==> src/rtl/mult_operand_feeder.sv <==
// Operand FIFO feeding a sequential shift-add multiplier: pops a pair, clears the
// multiplier, steps it MUL_CYCLES times, captures the product and holds it for handshake.
module mult_operand_feeder #(
  parameter int DEPTH      = 4,
  parameter int MUL_CYCLES = 6
) (
  input  logic                     clock,
  input  logic                     reset,
  input  logic                     in_valid,
  output logic                     in_ready,
  input  logic [5:0]               in_a,
  input  logic [5:0]               in_b,
  output logic [5:0]               mul_a,
  output logic [5:0]               mul_b,
  output logic                     mul_clr,
  output logic                     mul_load,
  input  logic [11:0]              mul_out,
  output logic                     res_valid,
  input  logic                     res_ready,
  output logic [11:0]              res_data,
  output logic                     busy,
  output logic [$clog2(DEPTH):0]   fifo_count
);

  localparam int PW = $clog2(DEPTH);
  localparam int CW = $clog2(MUL_CYCLES + 1);
  localparam logic [PW:0]   FULL_COUNT = (PW + 1)'(DEPTH);
  localparam logic [CW-1:0] LAST_STEP  = CW'(MUL_CYCLES - 1);

  typedef enum logic [2:0] {IDLE, CLEAR, RUN, CAPTURE, HOLD} state_t;

  state_t        state_q, state_d;
  logic [PW-1:0] wptr_q, wptr_d;
  logic [PW-1:0] rptr_q, rptr_d;
  logic [PW:0]   count_q, count_d;
  logic [CW-1:0] cyc_q, cyc_d;
  logic [5:0]    mul_a_q, mul_a_d;
  logic [5:0]    mul_b_q, mul_b_d;
  logic          clear_q, clear_d;
  logic          mul_load_q, mul_load_d;
  logic          res_valid_q, res_valid_d;
  logic [11:0]   res_data_q, res_data_d;

  logic [11:0]   fifo_mem [DEPTH];
  logic          push;
  logic          pop;

  // Pop decision uses the pre-edge count, so an entry arriving at an empty FIFO
  // is never consumed on the same edge it was written.
  assign push = in_valid && in_ready;
  assign pop  = (state_q == IDLE) && (count_q != '0);

  always_ff @(posedge clock) begin
    if (push) begin
      fifo_mem[wptr_q] <= {in_a, in_b};
    end
  end

  always_comb begin
    wptr_d = push ? wptr_q + 1'b1 : wptr_q;
    rptr_d = pop  ? rptr_q + 1'b1 : rptr_q;
    count_d = count_q;
    unique case ({push, pop})
      2'b10:   count_d = count_q + 1'b1;
      2'b01:   count_d = count_q - 1'b1;
      default: count_d = count_q;
    endcase
  end

  always_comb begin
    state_d     = state_q;
    cyc_d       = cyc_q;
    mul_a_d     = mul_a_q;
    mul_b_d     = mul_b_q;
    res_valid_d = res_valid_q;
    res_data_d  = res_data_q;
    unique case (state_q)
      IDLE: begin
        if (pop) begin
          {mul_a_d, mul_b_d} = fifo_mem[rptr_q];
          state_d            = CLEAR;
        end
      end
      CLEAR: begin
        cyc_d   = '0;
        state_d = RUN;
      end
      RUN: begin
        if (cyc_q == LAST_STEP) begin
          state_d = CAPTURE;
        end else begin
          cyc_d = cyc_q + 1'b1;
        end
      end
      CAPTURE: begin
        cyc_d       = '0;
        res_data_d  = mul_out;
        res_valid_d = 1'b1;
        state_d     = HOLD;
      end
      HOLD: begin
        if (res_ready) begin
          res_valid_d = 1'b0;
          state_d     = IDLE;
        end
      end
      default: state_d = IDLE;
    endcase
    // Control strobes are registered copies of the next state so they line up with it.
    clear_d    = (state_d == CLEAR);
    mul_load_d = (state_d == RUN);
  end

  always_ff @(posedge clock or posedge reset) begin
    if (reset) begin
      state_q     <= IDLE;
      wptr_q      <= '0;
      rptr_q      <= '0;
      count_q     <= '0;
      cyc_q       <= '0;
      mul_a_q     <= '0;
      mul_b_q     <= '0;
      clear_q     <= 1'b0;
      mul_load_q  <= 1'b0;
      res_valid_q <= 1'b0;
      res_data_q  <= '0;
    end else begin
      state_q     <= state_d;
      wptr_q      <= wptr_d;
      rptr_q      <= rptr_d;
      count_q     <= count_d;
      cyc_q       <= cyc_d;
      mul_a_q     <= mul_a_d;
      mul_b_q     <= mul_b_d;
      clear_q     <= clear_d;
      mul_load_q  <= mul_load_d;
      res_valid_q <= res_valid_d;
      res_data_q  <= res_data_d;
    end
  end

  // The multiplier's own reset follows system reset so it never holds a stale product.
  assign mul_clr    = clear_q | reset;
  assign in_ready   = (count_q < FULL_COUNT);
  assign mul_a      = mul_a_q;
  assign mul_b      = mul_b_q;
  assign mul_load   = mul_load_q;
  assign res_valid  = res_valid_q;
  assign res_data   = res_data_q;
  assign busy       = (state_q != IDLE);
  assign fifo_count = count_q;

endmodule
==> config.mk <==
export PLATFORM = sky130hd
export DESIGN_NAME = mult_operand_feeder
export DESIGN_NICKNAME = d
export VERILOG_FILES = /design/src/rtl/mult_operand_feeder.sv
export SDC_FILE = /design/constraint.sdc
export NUM_CORES = 1
export LEC_CHECK = 0
export BUFFER_PORTS_ARGS = -buffer_cell sky130_fd_sc_hd__buf_2
export CAP_MARGIN = 20
export CORE_ASPECT_RATIO = 1.75
export CORE_MARGIN = 2
export CORE_UTILIZATION = 52
export CTS_BUF_LIST = sky130_fd_sc_hd__clkbuf_8
export DETAILED_ROUTE_END_ITERATION = 10
export GPL_TIMING_DRIVEN = 0
export PLACE_DENSITY = 0.84
export RECOVER_POWER = 25
export SLEW_MARGIN = 10
export SYNTH_ARGS = -nofsm -noshare
export SYNTH_HDL_FRONTEND = slang
export SYNTH_SLANG_ARGS = --single-unit
==> constraint.sdc <==
create_clock -name clock -period 2.4 [get_ports clock]
set_clock_uncertainty 0.1 [all_clocks]
set_input_delay 0.48 -clock clock [delete_from_list [all_inputs] [get_ports clock]]
set_output_delay 0.48 -clock clock [all_outputs]
set_load 0.05 [all_outputs]
==> results of run 1 <==
-- routing by layer --
layer,global-route usage,vias to the layer above,routed length [µm]
li1,-,876,-
met2,0.292,42,3290
met3,0.0531,10,220
met4,0.0776,0,146
met1,0.199,967,2190
met5,0,-,0
-- critical path, delay by kind of cell (launching register included) --
kind | cells | cell delay, ns
xor+xnor | 2 | 0.29
fa+ha+maj | 2 | 0.44
buf+inv | 3 | 0.31
flops | 1 | 0.47
simple gates | 3 | 0.61
-- state kept, by name, summed over array words and instances (netlist names) --
name        cells
clear_q         1
cyc_q           3
fifo_count      3
fifo_mem       48
mul_a           6
mul_b           6
mul_load        1
res_data       12
res_valid       1
rptr_q          2
state_q         3
wptr_q          2
-- layout by cell type, fill, tap and decap left out, drive strengths merged --
cell and instances:
a21boi 1, or4b 1, a22o 1, nand4 1, dfrtp 40, edfxtp 48
a211o 1, a41o 1, o21bai 1, inv 12, and2 5, xnor2 3
nor3 1, nand2 4, xor2 3, or2 1, ha 7, a21oi 3
or3 1, mux2i 1, bufinv 1, mux4 12, mux2 25, nor2 6
clkinv 2, fa 1, nor3b 1, clkbuf 26, o21ai 1, nand3b 1
nand3 1, nor2b 2, nand2b 3, buf 62
-- metrics by stage --
step / hold slack, ns / cells / cell area, µm²
after floorplan: 0.391 / 197 / 3520
after detailed placement: 0.374 / 339 / 3950
after global placement: 0.366 / 338 / 3920
after CTS: 0.0426 / 355 / 4170
after global routing: 0.241 / 362 / 4210
final: 0.201 / 362 / 4210
-- what timing repair did --
item,4_1_cts,5_1_grt
cloned,0,0
pin swaps,1,4
buffers inserted,1,7
resized for setup,2,1
setup endpoints to repair,1,1
endpoints found under the hold margin,0,0
-- worst max-delay path by stage --
stage	startpoint	endpoint	slack, ns	depth (start not counted)
finish	state_q[2]	fifo_count[2]	0.11	10
global route	state_q[1]	fifo_count[2]	0.006	10
CTS	state_q[0]	fifo_count[2]	0.002	11
detailed placement	state_q[2]	fifo_count[2]	-0.09	11
global placement	state_q[2]	fifo_count[2]	-0.04	11
floorplan	state_q[0]	fifo_count[2]	0.04	11
-- final cells by class --
| cell class | count | area, µm² |
|---|---|---|
| well taps | 82 | 103 |
| inverters | 11 | 41.3 |
| fillers | 498 | 2330 |
| repair buffers | 68 | 368 |
| multi-input cells | 89 | 975 |
| plain buffers | 8 | 67.6 |
| flip-flops and latches | 88 | 2440 |
| clock inverters | 4 | 43.8 |
| clock buffers | 12 | 165 |
-- cells by family (layout without fill, tap and decap cells) --
logic type	after synthesis	in the layout	share of synthesized area
flip-flops	88	88	0.697
AND/OR/NAND/NOR	28	28	0.0500
XOR/XNOR	6	6	0.0150
adder cells (fa/ha/maj)	8	8	0.0307
AO/OA/AOI/OAI	9	9	0.0179
multiplexers	38	38	0.160
buffers and inverters	20	103	0.0286
==> results.ini, run 1 <==
[run_status]
status = finished, final reports clean

[worst_hold_path]
hold_class = input port to async pin

[floorplan]
fp.dieArea_mm2 = 0.00743
die_width_um = 66.0
core-area_mm2 = 0.00654
start_util = 0.536
die_y_um = 113
placement_rows = 39
ios = 60

[drt]
routed_wl_um = 5840
viasPerCell = 5.23
firstDrtPassIters = 4
postRouteAntennaNets = 0
drc = 0
wl_per_cell_um = 16.1
num_vias = 1895
drt-initial-drc-count = 96

[worst_setup_path]
ff2ff_setup_slack_ns = 0.11
r2r-end = fifo_count[2]
end_kind = register
cp.arrival_ns = 2.46
crit_chain = or3_1 -> buf_6 -> nor2_8 -> buf_12 -> ha_4 -> inv_1 -> fa_2 -> xor2_1 -> nor2_1 -> xnor2_1
startpoint_type = register
slowest_delay_ns = 0.47
crit_required_ns = 2.57
cp_max_fo = 9
path_class = register to register
r2r-start = state_q[2]
rr_worst_depth = 10
cp_slowest_cell = dfrtp_2

[logic_synthesis]
async_flop_share = 0.455
ys_seq_area_frac = 0.697
synth_edf_count = 48
synth_top_cell_by_area = edfxtp_1
yosys-top-cells-count = edfxtp_1 (48), dfrtp_1 (40), mux2_2 (18)
synth_top_area_share = 0.412
netlist_top_cells_area = edfxtp_1 (41%), dfrtp_1 (29%), mux4_2 (7.7%)
synthFlopType = edfxtp_1
netlist_instances = 197
ys_seq_elements = 88
ys_warn_count = 0
synth.avg_cell_area_um2 = 17.8
synth.net_count = 233
yosysMostFrequentCell = edfxtp_1
syn_area_mm2 = 0.00350
ys_types = 36

[finish]
diodes = 0
syn2layout_area_growth_pct = 20.1
drive_above_1_share = 0.407
fin_util = 0.643
nNetsFinal = 311

[place]
dp_hpwl_um = 4060
gp_congestion = 0.742
pre_cts_ws_ns = -0.0870
io_buffer_count = 59

[cts]
cts_tree = yes
h-tree-depth = 3
clk_path_buf_depth = 2
cts.sinks = 88
root_buffer = clkbuf_8
clock_latency_ns = 0.34
ctsHoldBuffers = 0
path_clk_slew_ns = 0.08
cts_made_buffers = 9

[global_route]
grt_antenna_before_repair = 0
grt_pass1_vias = 1867
grt_max_degree = 23
grt_pass1_wl_um = 9180
overflow = 0
track_usage = 0.173

[run]
maxCapViolCount = 0

[timing]
final-hold-violation-count = 0
fin_crit_ns = 2.29
tightest_slew_ns = 0.848
postLayoutSetupSlackWorst_ns = 0.108
fmax_ghz = 0.436
grt_setup_unrepaired = false
setup_violations = 0
fin_tns_setup_ns = 0
maxSlewViolCount = 0
period_share = 0.955
slew-limit-headroom = 0.434

Power of run 1 is not shown: default switching activity piles up to over one toggle a cycle in this logic, so the estimate is an artifact.
==> run 2, diff against run 1 <==
--- a/config.mk
+++ b/config.mk
@@ -9,11 +9,11 @@
 export CAP_MARGIN = 20
 export CORE_ASPECT_RATIO = 1.75
 export CORE_MARGIN = 2
-export CORE_UTILIZATION = 52
+export CORE_UTILIZATION = 53
 export CTS_BUF_LIST = sky130_fd_sc_hd__clkbuf_8
 export DETAILED_ROUTE_END_ITERATION = 10
 export GPL_TIMING_DRIVEN = 0
-export PLACE_DENSITY = 0.84
+export PLACE_DENSITY = 0.83
 export RECOVER_POWER = 25
 export SLEW_MARGIN = 10
 export SYNTH_ARGS = -nofsm -noshare
==> constraint.sdc (replaced) <==
create_clock -name clock -period 2.6 [get_ports clock]
set_clock_uncertainty 0.1 [all_clocks]
set_input_delay 0.52 -clock clock [delete_from_list [all_inputs] [get_ports clock]]
set_output_delay 0.52 -clock clock [all_outputs]
set_load 0.05 [all_outputs]
==> run 2 against run 1 <==
  * The run now ends with capacitance limit, slew limit left
  * Flip-flop and latch count is the same
  * Cell area fell by 2.3%
  * Highest routed layer unchanged
  * Hold slack better by 0.098 ns
  * Critical path depth is 1 higher
  * Die area fell by 1.8%
  * Via count fell by 0.63%
  * Wire length down 0.99%
  * Non-clock buffer count fell by 4
==> results.ini, run 2 (same netlist as run 1, synthesis figures left out) <==
[global_route]
grt_pass1_vias = 1939  ; +3.9%
grt_pass1_wl_um = 9150  ; -0.31%
track_usage = 0.174  ; +0.00171
grt_antenna_before_repair = 0  ; unchanged
overflow = 0  ; unchanged
grt_max_degree = 41  ; +78%

[drt]
wl_met1_um = 2190  ; unchanged
routed_wl_um = 5790  ; -0.99%
wl_per_cell_um = 16.2  ; +0.11%
wl_met2_um = 3200  ; -2.6%
drt-initial-drc-count = 156  ; +63%
num_vias = 1883  ; -0.63%
firstDrtPassIters = 4  ; unchanged
postRouteAntennaNets = 0  ; unchanged
wl_met3_um = 256  ; +16%
viasPerCell = 5.26  ; +0.48%
topRoutingLayerUsed = met4
drc = 0  ; unchanged

[finish]
multi_input_area_um2 = 960  ; -1.5%
fin_util = 0.638  ; -0.00502
layout_commonest_cell = buf_2
diodes = 0  ; unchanged
nNetsFinal = 307  ; -1.3%
nFillCells = 489  ; -1.8%
area.sequential_mm2 = 0.00244  ; about the same
final_cell_mix = buf_2 (49), edfxtp_1 (48), dfrtp_1 (40), mux2_2 (18), clkbuf_1 (14)
instances_no_fill = 358  ; -1.1%
syn2layout_area_growth_pct = 17.4
drive_above_1_share = 0.380  ; -0.0267
largest_reg_flops = 48  ; unchanged
top_register = fifo_mem

[place]
io_buffer_count = 59  ; unchanged
pre_cts_ws_ns = 0.0196  ; +0.107 ns
gp_congestion = 0.762  ; +2.7%
dp_hpwl_um = 4030  ; -0.85%
dp.cells = 338  ; -0.29%

[cts]
clock_latency_ns = 0.35  ; about the same
cts_tree = yes
h-tree-depth = 3  ; unchanged
ctsHoldBuffers = 0  ; unchanged
path_clk_slew_ns = 0.08  ; about the same
clk_path_buf_depth = 2  ; unchanged
root_buffer = clkbuf_8
cts_made_buffers = 9  ; unchanged
cts.sinks = 88  ; unchanged

[timing]
fmax_ghz = 0.409  ; -6.3%
maxSlewViolCount = 41  ; +41
final-hold-violation-count = 0  ; unchanged
postLayoutSetupSlackWorst_ns = 0.155  ; +0.0463 ns
tightest_slew_ns = 1.51  ; +0.660 ns
slew-limit-headroom = -0.00641  ; -0.440
grt_setup_unrepaired = false
period_share = 0.940  ; -0.0143
fin_crit_ns = 2.45  ; +0.154 ns
fin_tns_setup_ns = 0  ; unchanged
setup_violations = 0  ; unchanged

[worst_setup_path]
end_kind = register
path_class = register to register
cp.arrival_ns = 2.62  ; +0.16 ns
startpoint_type = register
cp_max_fo = 10  ; +1
crit_required_ns = 2.78  ; +0.21 ns

[floorplan]
die_y_um = 112  ; -0.92%
start_util = 0.544  ; +0.00811
core-area_mm2 = 0.00644  ; -1.5%
die_width_um = 65.5  ; -0.89%
placement_rows = 39  ; unchanged
ios = 60  ; unchanged
fp.dieArea_mm2 = 0.00730  ; -1.8%

[run_status]
status = finished, violations left
violations = capacitance limit, slew limit

[run]
maxCapViolCount = 1  ; +1

[worst_hold_path]
hold_class = input port to register

[run 2: final timing paths]
kind / slack, ns / end / cells after the start / start
max in group asynchronous: 0.99 / mul_b[2] / 2 / reset
worst max-delay path: 0.15 / fifo_count[2] / 11 / state_q[0]
worst max register to register: 0.15 / fifo_count[2] / 11 / state_q[0]
worst min register to register: 0.39 / mul_a[4] / 1 / mul_a[4]
worst min-delay path: 0.30 / res_data[7] / 2 / mul_out[7]
min in group asynchronous: 0.51 / res_data[7] / 2 / reset
[run 2: cell type report]
cell class                      count  area share
Sequential cell                    88       0.594
Multi-Input combinational cell     89       0.233
Timing Repair Buffer               64      0.0773
Clock buffer                       10      0.0335
Tap cell                           82      0.0250
Buffer                              8      0.0143
Clock inverter                      6      0.0125
Inverter                           11      0.0100
[run 2: per-layer routing]
layer,track usage,vias up
li1,-,865
met1,0.196,949
met2,0.296,58
met3,0.0556,11
met4,0.0819,0
met5,0,-
[run 2: worst max-delay path, cell delays in order (launching register included)]
cell	delay [ns]
dfrtp_1	0.38
buf_6	0.13
or3_1	0.36
buf_4	0.17
nor2_8	0.11
buf_8	0.12
ha_1	0.17
inv_1	0.06
fa_1	0.37
xor2_1	0.15
nor2_1	0.11
xnor2_1	0.13
[run 2: timing repair]
action / in CTS / in global routing
endpoints found under the setup margin: 0 / 1
resized for setup: 0 / 1
hold endpoints to repair: 0 / 0
buffers inserted: 0 / 5
[run 2: per-stage QoR]
| stage | area [µm²] | hold slack (ns) |
|---|---|---|
| global placement | 3900 | 0.365 |
| global route | 4110 | 0.284 |
| CTS | 4090 | 0.264 |
| detailed placement | 3900 | 0.371 |
| floorplan | 3500 | 0.391 |
| finish | 4110 | 0.298 |
Power of run 2 is left out for the same reason.
